$ cat src/rtl/alu_sequencer.sv
// alu_sequencer: drives an external 8-bit combinational ALU one operation at a time,
// iterating its single-bit shift for multi-bit shifts. Optional feature macro: ALU_SEQ_CHAIN_EN.
module alu_sequencer (
    input  logic       clock,
    input  logic       reset_n,
    input  logic       req_valid,
    output logic       req_ready,
    input  logic [2:0] req_op,
    input  logic [7:0] req_a,
    input  logic [7:0] req_b,
    input  logic       req_cin,
    input  logic       req_chain,
    output logic [7:0] alu_a,
    output logic [7:0] alu_b,
    output logic [2:0] alu_sel,
    output logic       alu_cin,
    input  logic [7:0] alu_out,
    input  logic       alu_ovf,
    output logic       rsp_valid,
    input  logic       rsp_ready,
    output logic [7:0] rsp_data,
    output logic       rsp_ovf
);
    typedef enum logic [1:0] {
        S_IDLE = 2'b00,
        S_EXEC = 2'b01,
        S_DONE = 2'b10
    } state_t;

    localparam logic [2:0] OP_ADD = 3'd0;
    localparam logic [2:0] OP_SUB = 3'd1;

    state_t     r_state;
    logic [7:0] r_alu_a;
    logic [7:0] r_alu_b;
    logic [2:0] r_alu_sel;
    logic       r_alu_cin;
    logic [2:0] r_cnt;
    logic       r_sticky;
    logic [7:0] r_rsp_data;
    logic       r_rsp_ovf;
    logic       r_req_ready;
    logic       r_rsp_valid;

    logic [7:0] w_req_a_sel;
    logic       w_is_shift;
    logic       w_shift_bit;
    logic       w_rsp_fire;

    assign w_is_shift  = r_alu_sel[2] & r_alu_sel[1];
    // Bit leaving the register on this shift step: MSB for shl, LSB for shr.
    assign w_shift_bit = r_alu_sel[0] ? r_alu_a[0] : r_alu_a[7];
    assign w_rsp_fire  = r_rsp_valid & rsp_ready;

`ifdef ALU_SEQ_CHAIN_EN
    logic       r_chain;
    logic [7:0] r_last;

    // r_chain marks that a result has completed since reset; until then chained A is zero.
    assign w_req_a_sel = req_chain ? (r_chain ? r_last : 8'h00) : req_a;

    always_ff @(posedge clock or negedge reset_n) begin
        if (!reset_n) begin
            r_chain <= 1'b0;
            r_last  <= 8'h00;
        end else if (w_rsp_fire) begin
            r_chain <= 1'b1;
            r_last  <= r_rsp_data;
        end
    end
`else
    logic w_unused_chain;
    assign w_unused_chain = req_chain;
    assign w_req_a_sel    = req_a;
`endif

    always_ff @(posedge clock or negedge reset_n) begin
        if (!reset_n) begin
            r_state     <= S_IDLE;
            r_req_ready <= 1'b1;
            r_rsp_valid <= 1'b0;
            r_alu_a     <= 8'h00;
            r_alu_b     <= 8'h00;
            r_alu_sel   <= 3'd0;
            r_alu_cin   <= 1'b0;
            r_cnt       <= 3'd0;
            r_sticky    <= 1'b0;
            r_rsp_data  <= 8'h00;
            r_rsp_ovf   <= 1'b0;
        end else begin
            case (r_state)
                S_IDLE: begin
                    if (req_valid) begin
                        r_alu_a     <= w_req_a_sel;
                        r_alu_b     <= req_b;
                        r_alu_sel   <= req_op;
                        r_alu_cin   <= (req_op == OP_ADD) ? req_cin : 1'b0;
                        r_cnt       <= req_b[2:0];
                        r_sticky    <= 1'b0;
                        r_req_ready <= 1'b0;
                        r_state     <= S_EXEC;
                    end
                end
                S_EXEC: begin
                    if (!w_is_shift) begin
                        r_rsp_data  <= alu_out;
                        r_rsp_ovf   <= (r_alu_sel == OP_ADD || r_alu_sel == OP_SUB) ? alu_ovf : 1'b0;
                        r_rsp_valid <= 1'b1;
                        r_state     <= S_DONE;
                    end else if (r_cnt == 3'd0) begin
                        r_rsp_data  <= r_alu_a;
                        r_rsp_ovf   <= 1'b0;
                        r_rsp_valid <= 1'b1;
                        r_state     <= S_DONE;
                    end else begin
                        r_alu_a    <= alu_out;
                        r_rsp_data <= alu_out;
                        r_sticky   <= r_sticky | w_shift_bit;
                        r_rsp_ovf  <= r_sticky | w_shift_bit;
                        r_cnt      <= r_cnt - 3'd1;
                        if (r_cnt == 3'd1) begin
                            r_rsp_valid <= 1'b1;
                            r_state     <= S_DONE;
                        end
                    end
                end
                S_DONE: begin
                    if (rsp_ready) begin
                        r_rsp_valid <= 1'b0;
                        r_req_ready <= 1'b1;
                        r_state     <= S_IDLE;
                    end
                end
                default: begin
                    r_state     <= S_IDLE;
                    r_req_ready <= 1'b1;
                    r_rsp_valid <= 1'b0;
                end
            endcase
        end
    end

    assign req_ready = r_req_ready;
    assign rsp_valid = r_rsp_valid;
    assign rsp_data  = r_rsp_data;
    assign rsp_ovf   = r_rsp_ovf;
    assign alu_a     = r_alu_a;
    assign alu_b     = r_alu_b;
    assign alu_sel   = r_alu_sel;
    assign alu_cin   = r_alu_cin;

endmodule

$ cat config.mk
export PLATFORM = sky130hd
export DESIGN_NAME = alu_sequencer
export DESIGN_NICKNAME = d
export VERILOG_FILES = /design/src/rtl/alu_sequencer.sv
export SDC_FILE = /design/constraint.sdc
export NUM_CORES = 1
export LEC_CHECK = 0
export ABC_CLOCK_PERIOD_IN_PS = 2000
export BUFFER_PORTS_ARGS = -buffer_cell sky130_fd_sc_hd__buf_2
export CAP_MARGIN = 40
export CORE_MARGIN = 2
export CORE_UTILIZATION = 50
export CTS_BUF_LIST = sky130_fd_sc_hd__clkbuf_8
export CTS_CLUSTER_SIZE = 10
export DETAILED_ROUTE_END_ITERATION = 12
export PLACE_DENSITY = 0.81
export RECOVER_POWER = 50
export SETUP_SLACK_MARGIN = 0.15
export SYNTH_ARGS = -nofsm -noshare
export SYNTH_HDL_FRONTEND = slang
export SYNTH_SLANG_ARGS = --single-unit
$ cat constraint.sdc
create_clock -name clock -period 2 [get_ports clock]
set_input_delay 0.3 -clock clock [delete_from_list [all_inputs] [get_ports clock]]
set_output_delay 0.3 -clock clock [all_outputs]
set_load 0.05 [all_outputs]
==> summary.md <==
| Metric | Value |
|---|---|
| FFs w/ async S/R, synth | 100.0% |
| GR Overflow Total | 0 |
| Final hold vios | 0 |
| Fin crit share | 85.89% |
| Yosys reg bits | 37 |
| P_leak | 1.164 nW |
| Critical R2R Launch | r_state[1]$_DFFE_PN0P_ |
| Clock slew at reported path FFs | 0.07 ns |
| Power Total | 4.267 mW |
| Worst EP required | 2.20 ns |
| Setup TNS | 0 ns |
| Cells after Synth | 181 |
| Htree depth | 2 |
| R2r worst-path depth | 5 |
| Fin cells | 295 |
| Die Span Y | 63.30 um |
| Synth area leaders | dfrtp_1 (51%), nand2_1 (9.8%), mux2i_1 (5.1%) |
| Post-Route WL | 3870 um |
| PwrDens | 1929 nW/um2 |
| Crit Path Category | flop to flop |
| Area growth from synthesis to layout | 25.84% |
| Top-area cell type share of the netlist area | 51.25% |
| Starting Density | 52.27% |
| CTS buffer count | 5 |
| Final Core Density | 65.77% |
| First-pass GRT wire length | 6513 um |
| Status | finished, final reports clean |
| Startpoint Class | flop |
| Flop2flop setup slack | 0.28 ns |
| Post-synthesis sequential area ratio | 52.74% |
| Core box area | 3363 um2 |
| DR vias/cell | 5.041 |
| Hold WS | 0.1329 ns |
| Placed Cells | 288 |
| Crit-path max FO | 11 |
| WP data arrival | 1.92 ns |
| Fillers | 309 |
| Die Span X | 63.30 um |
| Antenna violations before repair | 0 |
| Hold WC Path Type | input port to async pin |
| Vias after detailed routing | 1487 |
| Peak supply drop | 977.8 uV |
| Synth area leader | dfrtp_1 |
| Clock sinks | 37 |
| Worst reg2reg path endpoint | r_cnt[0]$_DFFE_PN0P_ |
| Core Rows | 21 |
| Peak Freq | 582.2 MHz |
| Slew Viols, Final | 0 |
| Largest net degree at the start of global routing | 38 |
| Root Driver | clkbuf_8 |
| Ports | 65 |
| Post-route ant nets | 0 |
| CP endpoint kind | flop |
| Most frequent cells after synthesis | nand2_1 (46), dfrtp_1 (36), nor2_1 (14), o21ai_0 (14), mux2i_1 (9) |
| Iteration-0 DRC Markers | 53 |
| Number of synthesized flops with an enable pin | 0 |
| Layout cells sized above 1 | 32.13% |
| Placer Congestion | 0.9198 |
| Cell with the most instances after synthesis | nand2_1 |
| Top FF cell, synth | dfrtp_1 |
| Post-synth net total | 218 |
| # diodes | 0 |
| Port buffer count | 63 |
| Synth warn | 0 |
| Max Cap Viol | 0 |
| Total GRT Usage | 20.76% |
| DR WL/cell | 13.12 um |
| CTS tree | built |
| Clock skew | 0.005395 ns |
| Worst Tran Pin Value | 0.8997 ns |
| Library cells used by synthesis | 34 |
| Area of the mapped netlist | 1758 um2 |
| Nets | 286 |
| 1st-pass router iterations | 4 |
| Avg Cell Area, Syn | 9.712 um2 |
| Vias in the first global route | 1492 |
| Final setup fails | 0 |
| DRC Markers | 0 |
| Slew Limit Headroom | 40.02% |
| HPWL after detailed placement | 2918 um |
| DIE AREA | 4006 um2 |
| Tmin final | 1.718 ns |
| Worst-Skew Late Latency | 0.28 ns |
| Unrepaired setup endpoints after global routing | no |
| Clk buf depth | 2 |
-- worst max-delay path by stage --
stage,to,startpoint,slack (ns),depth (start not counted)
finish,r_cnt[0]$_DFFE_PN0P_,r_state[1]$_DFFE_PN0P_,0.28,5
global route,r_cnt[0]$_DFFE_PN0P_,r_state[1]$_DFFE_PN0P_,0.16,5
CTS,rsp_data[4]$_DFFE_PN0N_,r_cnt[0]$_DFFE_PN0P_,0.18,6
detailed placement,rsp_data[4]$_DFFE_PN0N_,r_cnt[0]$_DFFE_PN0P_,0.05,6
global placement,rsp_data[4]$_DFFE_PN0N_,r_cnt[0]$_DFFE_PN0P_,0.13,6
floorplan,alu_a[0]$_DFFE_PN0P_,r_cnt[0]$_DFFE_PN0P_,0.31,7
-- cell families (layout without fill, tap and decap cells) --
kind of cell	after synthesis	after routing	synth area share (%)
flip-flops	37	37	52.74
AO/OA/AOI/OAI	42	42	16.73
adder cells (fa/ha/maj)	3	3	2.135
multiplexers	9	9	5.125
AND/OR/NAND/NOR	75	75	18.72
buffers and inverters	15	83	4.555
-- power by group --
part	internal, mW	leakage (nW)	switching (mW)
Sequential	1.10	0.443	0.253
Clock	0.268	0.0485	0.236
Combinational	0.612	0.673	1.79
Total	1.98	1.16	2.28
-- worst max-delay path, cell delays in order (launching register included) --
cell	delay [ns]
dfrtp_1	0.38
clkbuf_1	0.20
nand4b_1	0.32
a22oi_4	0.43
nor2_1	0.10
a211oi_2	0.21
-- cell usage in the layout (no fill, tap or decap), types with 2 or more instances in the layout --
| cell type | instances |
|---|---|
| clkbuf_1 | 15 |
| ha_1 | 3 |
| o21ai_0 | 14 |
| clkbuf_8 | 6 |
| a21oi_2 | 8 |
| a21oi_1 | 5 |
| buf_4 | 7 |
| nor2_1 | 14 |
| dfrtp_1 | 36 |
| buf_2 | 48 |
| nor3_1 | 2 |
| mux2i_1 | 9 |
| o22ai_1 | 8 |
| nand2_1 | 46 |
| inv_1 | 6 |
-- per-stage QoR --
stage          cell area (um2)  setup slack, ns
3_3_place_gp              2130           0.1255
2_1_floorplan             1758           0.3102
3_5_place_dp              2130          0.04912
5_1_grt                   2212           0.1601
6_report                  2212           0.2822
4_1_cts                   2218           0.1776
-- sequential cells by signal, indices dropped and copies added (netlist names) --
signal and flops:
r_state 2, alu_b 8, r_sticky 1, alu_cin 1, req_ready 1, alu_sel 3
rsp_ovf 1, rsp_valid 1, rsp_data 8, alu_a 8, r_cnt 3
-- layout make-up --
class                           count  area [um2]  area share [%]
Inverter                            5       18.77          0.8484
Clock inverter                      1       3.754          0.1697
Sequential cell                    37       927.1           41.91
Timing Repair Buffer               71       354.1           16.01
Tap cell                           46       57.56           2.602
Multi-Input combinational cell    129       768.2           34.73
Clock buffer                        6       82.58           3.733
-- routing by layer --
metal / wire, um / up-vias / global-route usage (%) / part of all wire, %
met2: 1890 / 35 / 33.51 / 49
met4: 68 / 0 / 9.783 / 1.8
met3: 139 / 7 / 3.929 / 3.6
li1: - / 747 / - / -
met5: 0 / - / 0 / 0
met1: 1773 / 698 / 27.13 / 46
-- what timing repair did --
action / 4_1_cts / 5_1_grt
endpoints found under the setup margin: 16 / 16
setup buffers: 0 / 0
hold buffers: 0 / 0
gates resized for setup: 1 / 3
Note: power is estimated with default switching activity, not from simulation.
